[src/rtl/ifu_litebpu_pkg.sv]
// Shared widths, FSM encodings and BHT counter helpers for the lite branch-prediction unit.
// The optional BHT is built only when IFU_BPU_BHT_EN is defined.
package ifu_litebpu_pkg;
    localparam int XLEN        = 32;
    localparam int PC_SIZE     = 32;
    localparam int RFIDX_WIDTH = 5;

    typedef enum logic [1:0] {
        BPU_S_IDLE = 2'd0,
        BPU_S_REQ  = 2'd1,
        BPU_S_RDY  = 2'd2
    } bpu_state_e;

    localparam logic [1:0] BHT_CNT_RESET = 2'b01;

    // Saturating 2-bit counter step: 0 and 3 are sticky ends.
    function automatic logic [1:0] bht_cnt_step(input logic [1:0] cnt, input logic taken);
        logic [1:0] res;
        res = cnt;
        if (taken && cnt != 2'b11)
            res = cnt + 2'b01;
        else if (!taken && cnt != 2'b00)
            res = cnt - 2'b01;
        return res;
    endfunction
endpackage

[src/rtl/ifu_litebpu_bht.sv]
// Table of 2-bit saturating counters with a combinational read port and one update port.
// A read and an update of the same entry in one cycle sees the pre-update counter.
module ifu_litebpu_bht
    import ifu_litebpu_pkg::*;
#(
    parameter int BHT_DEPTH = 16,
    localparam int IDX_W = $clog2(BHT_DEPTH)
) (
    input  logic             clk,
    input  logic             rst,
    input  logic [IDX_W-1:0] rd_idx,
    output logic             rd_taken,
    input  logic             upd_valid,
    input  logic [IDX_W-1:0] upd_idx,
    input  logic             upd_taken
);
    logic [1:0] cnt_all [BHT_DEPTH];

    // Counters live in flops so the whole table can be cleared by reset.
    generate
        for (genvar gi = 0; gi < BHT_DEPTH; gi++) begin : g_cnt
            logic [1:0] cnt_reg;
            always_ff @(posedge clk) begin
                if (!rst)
                    cnt_reg <= BHT_CNT_RESET;
                else if (upd_valid && upd_idx == IDX_W'(gi))
                    cnt_reg <= bht_cnt_step(cnt_reg, upd_taken);
            end
            assign cnt_all[gi] = cnt_reg;
        end
    endgenerate

    assign rd_taken = cnt_all[rd_idx][1];
endmodule

[src/rtl/ifu_litebpu.sv]
// Lite IFU branch predictor: jal/jalr always taken, conditional branches static or BHT predicted.
// Define IFU_BPU_BHT_EN to enable the dynamic branch history table.
module ifu_litebpu
    import ifu_litebpu_pkg::*;
#(
    parameter int BHT_DEPTH = 16
) (
    input  logic                   clk,
    input  logic                   rst,
    input  logic                   flush,
    input  logic                   dec_i_valid,
    input  logic [PC_SIZE-1:0]     pc,
    input  logic                   dec_bjp,
    input  logic                   dec_jal,
    input  logic                   dec_jalr,
    input  logic [RFIDX_WIDTH-1:0] dec_jalr_rs1idx,
    input  logic [XLEN-1:0]        dec_bjp_imm,
    input  logic                   oitf_empty,
    input  logic                   ir_empty,
    input  logic                   ir_rs1en,
    input  logic                   ir_rdwen,
    input  logic [RFIDX_WIDTH-1:0] ir_rdidx,
    input  logic [XLEN-1:0]        rf2bpu_x1,
    input  logic [XLEN-1:0]        rf2bpu_rs1,
    input  logic                   upd_valid,
    input  logic [PC_SIZE-1:0]     upd_pc,
    input  logic                   upd_taken,
    output logic                   bpu2rf_rs1_ena,
    output logic                   bpu_wait,
    output logic                   prdt_taken,
    output logic [PC_SIZE-1:0]     prdt_pc
);
    bpu_state_e state_reg;

    logic jalr_x0, jalr_x1, jalr_xn;
    logic x1dep, rs1dep, portbusy;
    logic in_req, grant, bjp_taken;
    logic [XLEN-1:0] op1, target;

    assign jalr_x0 = dec_jalr && dec_jalr_rs1idx == RFIDX_WIDTH'(0);
    assign jalr_x1 = dec_jalr && dec_jalr_rs1idx == RFIDX_WIDTH'(1);
    assign jalr_xn = dec_jalr && !jalr_x0 && !jalr_x1;

    assign x1dep    = !oitf_empty || (!ir_empty && ir_rdwen && ir_rdidx == RFIDX_WIDTH'(1));
    assign rs1dep   = !oitf_empty || (!ir_empty && ir_rdwen && ir_rdidx == dec_jalr_rs1idx);
    assign portbusy = !ir_empty && ir_rs1en;

    // A pending regfile read is in progress either while waiting in REQ or on a fresh jalr in IDLE.
    assign in_req = (state_reg == BPU_S_REQ)
                 || (state_reg == BPU_S_IDLE && dec_i_valid && jalr_xn);
    assign grant  = in_req && !rs1dep && !portbusy;

    assign bpu2rf_rs1_ena = grant && !flush;
    assign bpu_wait       = !flush && (in_req
                         || (state_reg == BPU_S_IDLE && dec_i_valid && jalr_x1 && x1dep));

    always_ff @(posedge clk) begin
        if (!rst)
            state_reg <= BPU_S_IDLE;
        else if (flush)
            state_reg <= BPU_S_IDLE;
        else begin
            case (state_reg)
                BPU_S_IDLE, BPU_S_REQ: begin
                    if (in_req)
                        state_reg <= grant ? BPU_S_RDY : BPU_S_REQ;
                end
                default: state_reg <= BPU_S_IDLE;
            endcase
        end
    end

`ifdef IFU_BPU_BHT_EN
    localparam int IDX_W = $clog2(BHT_DEPTH);

    ifu_litebpu_bht #(
        .BHT_DEPTH (BHT_DEPTH)
    ) u_bht (
        .clk       (clk),
        .rst       (rst),
        .rd_idx    (pc[IDX_W+1:2]),
        .rd_taken  (bjp_taken),
        .upd_valid (upd_valid),
        .upd_idx   (upd_pc[IDX_W+1:2]),
        .upd_taken (upd_taken)
    );

    logic unused_upd_bits;
    assign unused_upd_bits = ^{upd_pc[PC_SIZE-1:IDX_W+2], upd_pc[1:0]};
`else
    // Static scheme: backward branches (negative offset) are predicted taken.
    assign bjp_taken = dec_bjp_imm[XLEN-1];

    logic unused_upd;
    assign unused_upd = ^{upd_valid, upd_pc, upd_taken};
`endif

    always_comb begin
        op1 = XLEN'(pc);
        if (dec_jalr) begin
            if (jalr_x0)
                op1 = '0;
            else if (jalr_x1)
                op1 = rf2bpu_x1;
            else
                op1 = rf2bpu_rs1;
        end
    end

    assign target     = op1 + dec_bjp_imm;
    assign prdt_pc    = target[PC_SIZE-1:0];
    assign prdt_taken = dec_i_valid && !bpu_wait
                     && (dec_jal || dec_jalr || (dec_bjp && bjp_taken));
endmodule

[config.mk]
export PLATFORM = sky130hd
export DESIGN_NAME = ifu_litebpu
export DESIGN_NICKNAME = d
export VERILOG_FILES = /design/src/rtl/ifu_litebpu_pkg.sv /design/src/rtl/ifu_litebpu_bht.sv /design/src/rtl/ifu_litebpu.sv
export SDC_FILE = /design/constraint.sdc
export NUM_CORES = 1
export LEC_CHECK = 0
export CAP_MARGIN = 20
export CORE_AREA = 2 2 85 87
export CTS_CLUSTER_DIAMETER = 150
export CTS_CLUSTER_SIZE = 24
export DETAILED_ROUTE_END_ITERATION = 7
export DIE_AREA = 0 0 87 89
export DONT_BUFFER_PORTS = 1
export PLACE_DENSITY_LB_ADDON = 0.1
export SYNTH_ARGS = -nofsm -noshare
export SYNTH_HDL_FRONTEND = slang
export SYNTH_SLANG_ARGS = --single-unit
[constraint.sdc]
create_clock -name clk -period 8.55 [get_ports clk]
set_input_delay 1.2825 -clock clk [delete_from_list [all_inputs] [get_ports clk]]
set_output_delay 1.2825 -clock clk [all_outputs]
set_load 0.005 [all_outputs]
==> results_dict.tcl, run 1 <==
set metrics [dict create \
    htree_levels 1 \
    vdd_drop_max_uv 37.8 \
    powerDensity_nw_per_um2 100 \
    die_w_um 87 \
    cts_resized 0 \
    io_buffers 0 \
    fin_crit_sh_pct 75.7 \
    min_path_cells 3 \
    final_cells 471 \
    ant_nets 0 \
    nets 608 \
    crit_chain "or4_1 > buf_4 > a21oi_1 > a21oi_1 > ha_1 > a211oi_1 > o21bai_1 > a211o_1 > a221oi_4 > o211ai_2 > a221oi_4 > nor2b_1 > a311oi_1" \
    syn_area_per_cell_um2 6.31 \
    rows 30 \
    skew_ns 0.00000155 \
    post-route-min-period_ns 6.47 \
    cp_max_fo 22 \
    wl_mm 8.50 \
    wire_per_inst_um 18.0 \
    grt_usage_pct 20.5 \
    synth_compound_area_share_pct 35.9 \
    core_area_um2 6720 \
    synthFlopType "dfxtp_1" \
    crit_type "input port to output port" \
    largest_reg_flops 2 \
    crit_required_ns 7.27 \
    numClockSinks 2 \
    dp_cells 468 \
    worst-path-stages 13 \
    whs_ns 0.544 \
    end_kind "output port" \
    diodes 0 \
    hold_viol 0 \
    synth_fp_nets 628 \
    status "finished clean" \
    synthMuxAreaShare_pct 0 \
    leakage_nw 1.06 \
    start_util_pct 38.8 \
    yosys.cell_types.count 46 \
    crit_slowest_cell "or4_1" \
    io_pins 218 \
    cts_tree "built" \
    worst_path_largest_cell_delay_ns 0.75 \
    viasPerCell 6.36 \
    antenna_found_initial 0 \
    ys_seq_area_share_pct 1.54 \
    dieArea_um2 7740 \
    setup_tns_ns 0 \
    grt_pass1_vias 2834 \
    clock-root-buffer "clkbuf_8" \
    initialDrtViolationCount 91 \
    post_cts_buffers 0 \
    grt_pass1_wl_mm 13.0 \
    fp.dieH_um 89 \
    first_pass_iters 4 \
    synth-simple-area-share_pct 30.4 \
    crit_family "compound AO/OA/AOI/OAI gates" \
    cap_violations 0 \
    layout_common_cells "nand2_1, nor2_1, nand3_1, a31oi_1, ha_1" \
    clk_pin_slew_worst_paths_ns 0.03 \
    path_buf_inv 1 \
    clockBufferDepth 2 \
    synthXorXnorAreaFrac_pct 10.8 \
    min-delay-path-class "flip-flop to flip-flop" \
    power_mw 0.267 \
    holdBufCountCts 0 \
    drive_gt1_share_pct 3.32 \
    grt_overflow_total 0 \
    async_flop_share_pct 0 \
    gp_congestion 0.856 \
    slew_violations 0 \
    synth_area_um2 2600 \
    slew_headroom_pct 58.8 \
    tightest_slew_ns 0.615 \
    synth_top_family_by_area "compound AO/OA/AOI/OAI gates" \
    dr_total_vias 2994 \
    rr_worst_depth 4 \
    synthesis.instances 413 \
    grt_start_max_net_pins 68 \
    drc 0 \
    syn_to_final_growth_pct 2.50 \
    grt_setup_unrepaired "false" \
    setup_viol 0 \
    worstSkewPairLatency_ns 0.21 \
    yosys_warnings 0 \
    synth_fa_ha_area_share_pct 15.7 \
    fmax_ghz 0.155 \
    synth-edff-count 0 \
    cts_inserted_buffers 3 \
    fillers 754 \
    cp-start-kind "input port" \
    layout_commonest_cell "nand2_1" \
    ys_seq_elements 2 \
    cp.arrival_ns 5.19 \
    dp_hpwl_mm 7.10 \
]
[synthesized netlist by cell type (2+ instances only)]
cell        n  area share (%)
nand2_1    56             8.1
nor2_1     45             6.5
nand3_1    38             7.3
a31oi_1    37             8.9
ha_1       31              15
clkbuf_1   28             4.0
a21oi_1    26             5.0
o21ai_0    22             4.2
xnor2_1    21             7.1
a21o_1     12             3.5
inv_1      12             1.7
xor2_1     11             3.7
nor2b_1     8             1.9
o21a_1      7             2.0
a211oi_1    6             1.7
nand4_1     4            0.96
and3_1      3            0.72
nor3_1      3            0.58
o211ai_1    3            0.86
o21bai_1    3            0.86
a221oi_4    2             2.0
a311oi_1    2            0.67
a41oi_1     2            0.67
and4_1      2            0.67
dfxtp_1     2             1.5
nand3b_1    2            0.58
nor3b_1     2            0.58
nor4_1      2            0.48
o2111ai_1   2            0.67
o311ai_0    2            0.67
o31ai_1     2            0.58
[metal layers]
layer | track usage, % | wire [um]
met5 | 0 | 0
met4 | 4.12 | 92
met3 | 3.23 | 745
met2 | 40.0 | 4190
met1 | 23.3 | 3470
[path summary, 6_finish.rpt]
path                            slack [ns]                 startpoint                   endpoint
worst max-delay path                  2.08         dec_jalr_rs1idx[2]                prdt_pc[27]
worst min-delay path                  0.54  state_reg[1]$_SDFFE_PP0N_  state_reg[1]$_SDFFE_PP0N_
worst max register to register        7.71  state_reg[0]$_SDFFE_PP0N_  state_reg[0]$_SDFFE_PP0N_
worst min register to register        0.54  state_reg[1]$_SDFFE_PP0N_  state_reg[1]$_SDFFE_PP0N_
[worst reg2reg max path, cell delays in order (launching register included)]
cell	delay, ns
dfxtp_1	0.31
a31oi_1	0.04
nor3_1	0.20
nand2_1	0.10
nor2b_1	0.12
[power breakdown]
part           leakage, nW  internal, mW  switching [mW]  total, mW
sequential          0.0162       0.00961       0.0000870    0.00970
combinational         1.02        0.0896           0.130      0.220
clock               0.0216        0.0298         0.00763     0.0374
total                 1.06         0.129           0.138      0.267
[per-stage QoR]
stage               instance area (um2)  worst slack, ns  utilization [%]
floorplan                          2610             2.70                -
global placement                   2630             2.19             39.1
finish                             2670             2.08             39.7
global route                       2670             1.89             39.7
detailed placement                 2630             2.15             39.1
CTS                                2670             2.14             39.7
[area by class of cell]
class / count / area, um2 / area share [%]
tap: 80 / 100 / 3.75
sequential: 2 / 40.0 / 1.50
timing repair buffer: 3 / 22.5 / 0.843
multi-input combinational: 371 / 2420 / 90.7
inverter: 12 / 45.0 / 1.69
clock buffer: 3 / 41.3 / 1.55
[cell families (layout without fill, tap and decap cells)]
| logic type | after synthesis | in the layout |
|---|---|---|
| simple gates | 171 | 171 |
| buf+inv | 40 | 18 |
| xor+xnor | 32 | 32 |
| flops | 2 | 2 |
| fa+ha+maj | 32 | 32 |
| compound gates | 136 | 136 |
Note: power is estimated with default switching activity, not from simulation.
==> inputs of run 2 (changes only) <==
==> constraint.sdc (replaced) <==
create_clock -name clk -period 6.2 [get_ports clk]
set_input_delay 0.93 -clock clk [delete_from_list [all_inputs] [get_ports clk]]
set_output_delay 0.93 -clock clk [all_outputs]
set_load 0.005 [all_outputs]
==> results_dict.tcl, run 2 (synthesized netlist as in run 1, its figures left out) <==
set metrics [dict create \
    crit_chain "nor4_2 > buf_4 > nand3_1 > a31oi_1 > ha_1 > inv_1 > fa_1 > nor2b_1 > o2111ai_1 > a21oi_1 > nor3b_2 > a41oi_1 > a31oi_1 > o211ai_1 > xor2_1" \
    tightest_slew_ns 0.675 \
    cp_max_fo 33 \
    ant_nets 0 \
    grt_usage_pct 20.5 \
    holdBufCountCts 0 \
    end_kind "output port" \
    io_buffers 0 \
    gp_congestion 0.881 \
    nets 608 \
    rrSetupSlack_ns 5.37 \
    cap_violations 0 \
    internal-power_mw 0.178 \
    post-route-min-period_ns 5.52 \
    skew_ns 0.00642 \
    fmax_ghz 0.181 \
    whs_ns 0.562 \
    min_from "state_reg[1]$_SDFFE_PP0N_" \
    drc 0 \
    wl_mm 8.51 \
    p_comb_share_pct 82.0 \
    drive_gt1_share_pct 3.32 \
    viasPerCell 6.40 \
    power_mw 0.369 \
    status "finished clean" \
    reg2reg_to "state_reg[0]$_SDFFE_PP0N_" \
    post-route-util_pct 39.7 \
    io_pins 218 \
    min_path_cells 3 \
    crit_family "compound AO/OA/AOI/OAI gates" \
    clockBufferDepth 2 \
    powerDensity_nw_per_um2 138 \
    fillers 755 \
    grt_setup_unrepaired "false" \
    rows 30 \
    min-delay-path-class "flip-flop to flip-flop" \
    grt_start_max_net_pins 68 \
    path_buf_inv 2 \
    start_util_pct 38.8 \
    fp.dieH_um 89 \
    dp_hpwl_mm 7.06 \
    worst_path_largest_cell_delay_ns 0.41 \
    grt_overflow_total 0 \
    crit_type "input port to output port" \
    crit_top_cell "a31oi_1" \
    power_frac_clock_pct 14.4 \
    diodes 0 \
    slew_violations 0 \
    grt_pass1_vias 2700 \
    grt_pass1_wl_mm 12.8 \
    cts_tree "built" \
    setup_tns_ns 0 \
    core_area_um2 6720 \
    numClockSinks 2 \
    hold_end "state_reg[1]$_SDFFE_PP0N_" \
    fin_crit_sh_pct 89.1 \
    clock-root-buffer "clkbuf_8" \
    switchingPower_mw 0.191 \
    first_pass_iters 4 \
    reg2reg_from "state_reg[0]$_SDFFE_PP0N_" \
    cp.arrival_ns 4.59 \
    htree_levels 1 \
    antenna_found_initial 0 \
    post_cts_buffers 0 \
    vdd_drop_max_uv 48.3 \
    cts_resized 0 \
    wire_per_inst_um 18.1 \
    crit_slowest_cell "fa_1" \
    hold_viol 0 \
    cp-start-kind "input port" \
    cts_inserted_buffers 3 \
    seqPwrFrac_pct 3.6 \
    rr_worst_depth 4 \
    layout_commonest_cell "nand2_1" \
    crit_required_ns 5.27 \
    dr_total_vias 3014 \
    leakage_nw 1.06 \
    worstSkewPairLatency_ns 0.22 \
    clk_pin_slew_worst_paths_ns 0.03 \
    initialDrtViolationCount 86 \
    slew_headroom_pct 54.8 \
    syn_to_final_growth_pct 2.50 \
    largest_reg_flops 2 \
    die_w_um 87 \
    dieArea_um2 7740 \
    switching_share_pct 51.8 \
    layout_common_cells "nand2_1, nor2_1, nand3_1, a31oi_1, ha_1" \
    setup_viol 0 \
    startpoint "dec_jalr_rs1idx[2]" \
]
[run 2: layer usage]
layer / wire length [um] / vias up / part of all wire, % / global-route usage (%)
met1: 3460 / 1384 / 41 / 23.3
met3: 683 / 10 / 8.0 / 3.51
met2: 4230 / 139 / 50 / 39.4
met4: 138 / 0 / 1.6 / 5.54
met5: 0 / - / 0 / 0
li1: - / 1481 / - / -
[run 2: cell type report]
type                            instances  area (um2)  area share, %
Timing Repair Buffer                    3        22.5          0.843
Tap cell                               80         100           3.75
Inverter                               12        45.0           1.69
Multi-Input combinational cell        371        2420           90.7
Sequential cell                         2        40.0           1.50
Clock buffer                            3        41.3           1.55
[run 2: power by group through the flow]
| stage | clock [mW] | sequential, mW | combinational (mW) |
|---|---|---|---|
| 6_report | 0.0532 | 0.0134 | 0.302 |
| 5_1_grt | 0.0571 | 0.0134 | 0.337 |
| 4_1_cts | 0.0543 | 0.0134 | 0.303 |
| 3_5_place_dp | 0 | 0.0136 | 0.302 |
| 3_3_place_gp | 0 | 0.0135 | 0.300 |
| 2_1_floorplan | 0 | 0.0135 | 0.252 |
[run 2: worst max-delay path by stage]
stage / endpoint / slack [ns] / cells after the start
4_1_cts: prdt_pc[24] / 0.68 / 15
3_3_place_gp: prdt_pc[29] / 0.78 / 13
2_1_floorplan: prdt_pc[24] / 1.06 / 15
3_5_place_dp: prdt_pc[24] / 0.70 / 15
5_1_grt: prdt_pc[24] / 0.29 / 15
6_report: prdt_pc[30] / 0.68 / 15
[run 2: worst reg2reg max path: cells and delay by family, from the launching register on]
kind               cells  cell delay [ns]
DFF                    1             0.32
AOI/OAI and AO/OA      1             0.04
and+or+nand+nor        3             0.39
[run 2: per-stage QoR]
stage | instance area (um2) | setup slack, ns | std cells
detailed placement | 2630 | 0.701 | 468
global placement | 2630 | 0.782 | 468
global route | 2670 | 0.291 | 471
CTS | 2670 | 0.684 | 471
floorplan | 2610 | 1.06 | 413
finish | 2670 | 0.676 | 471
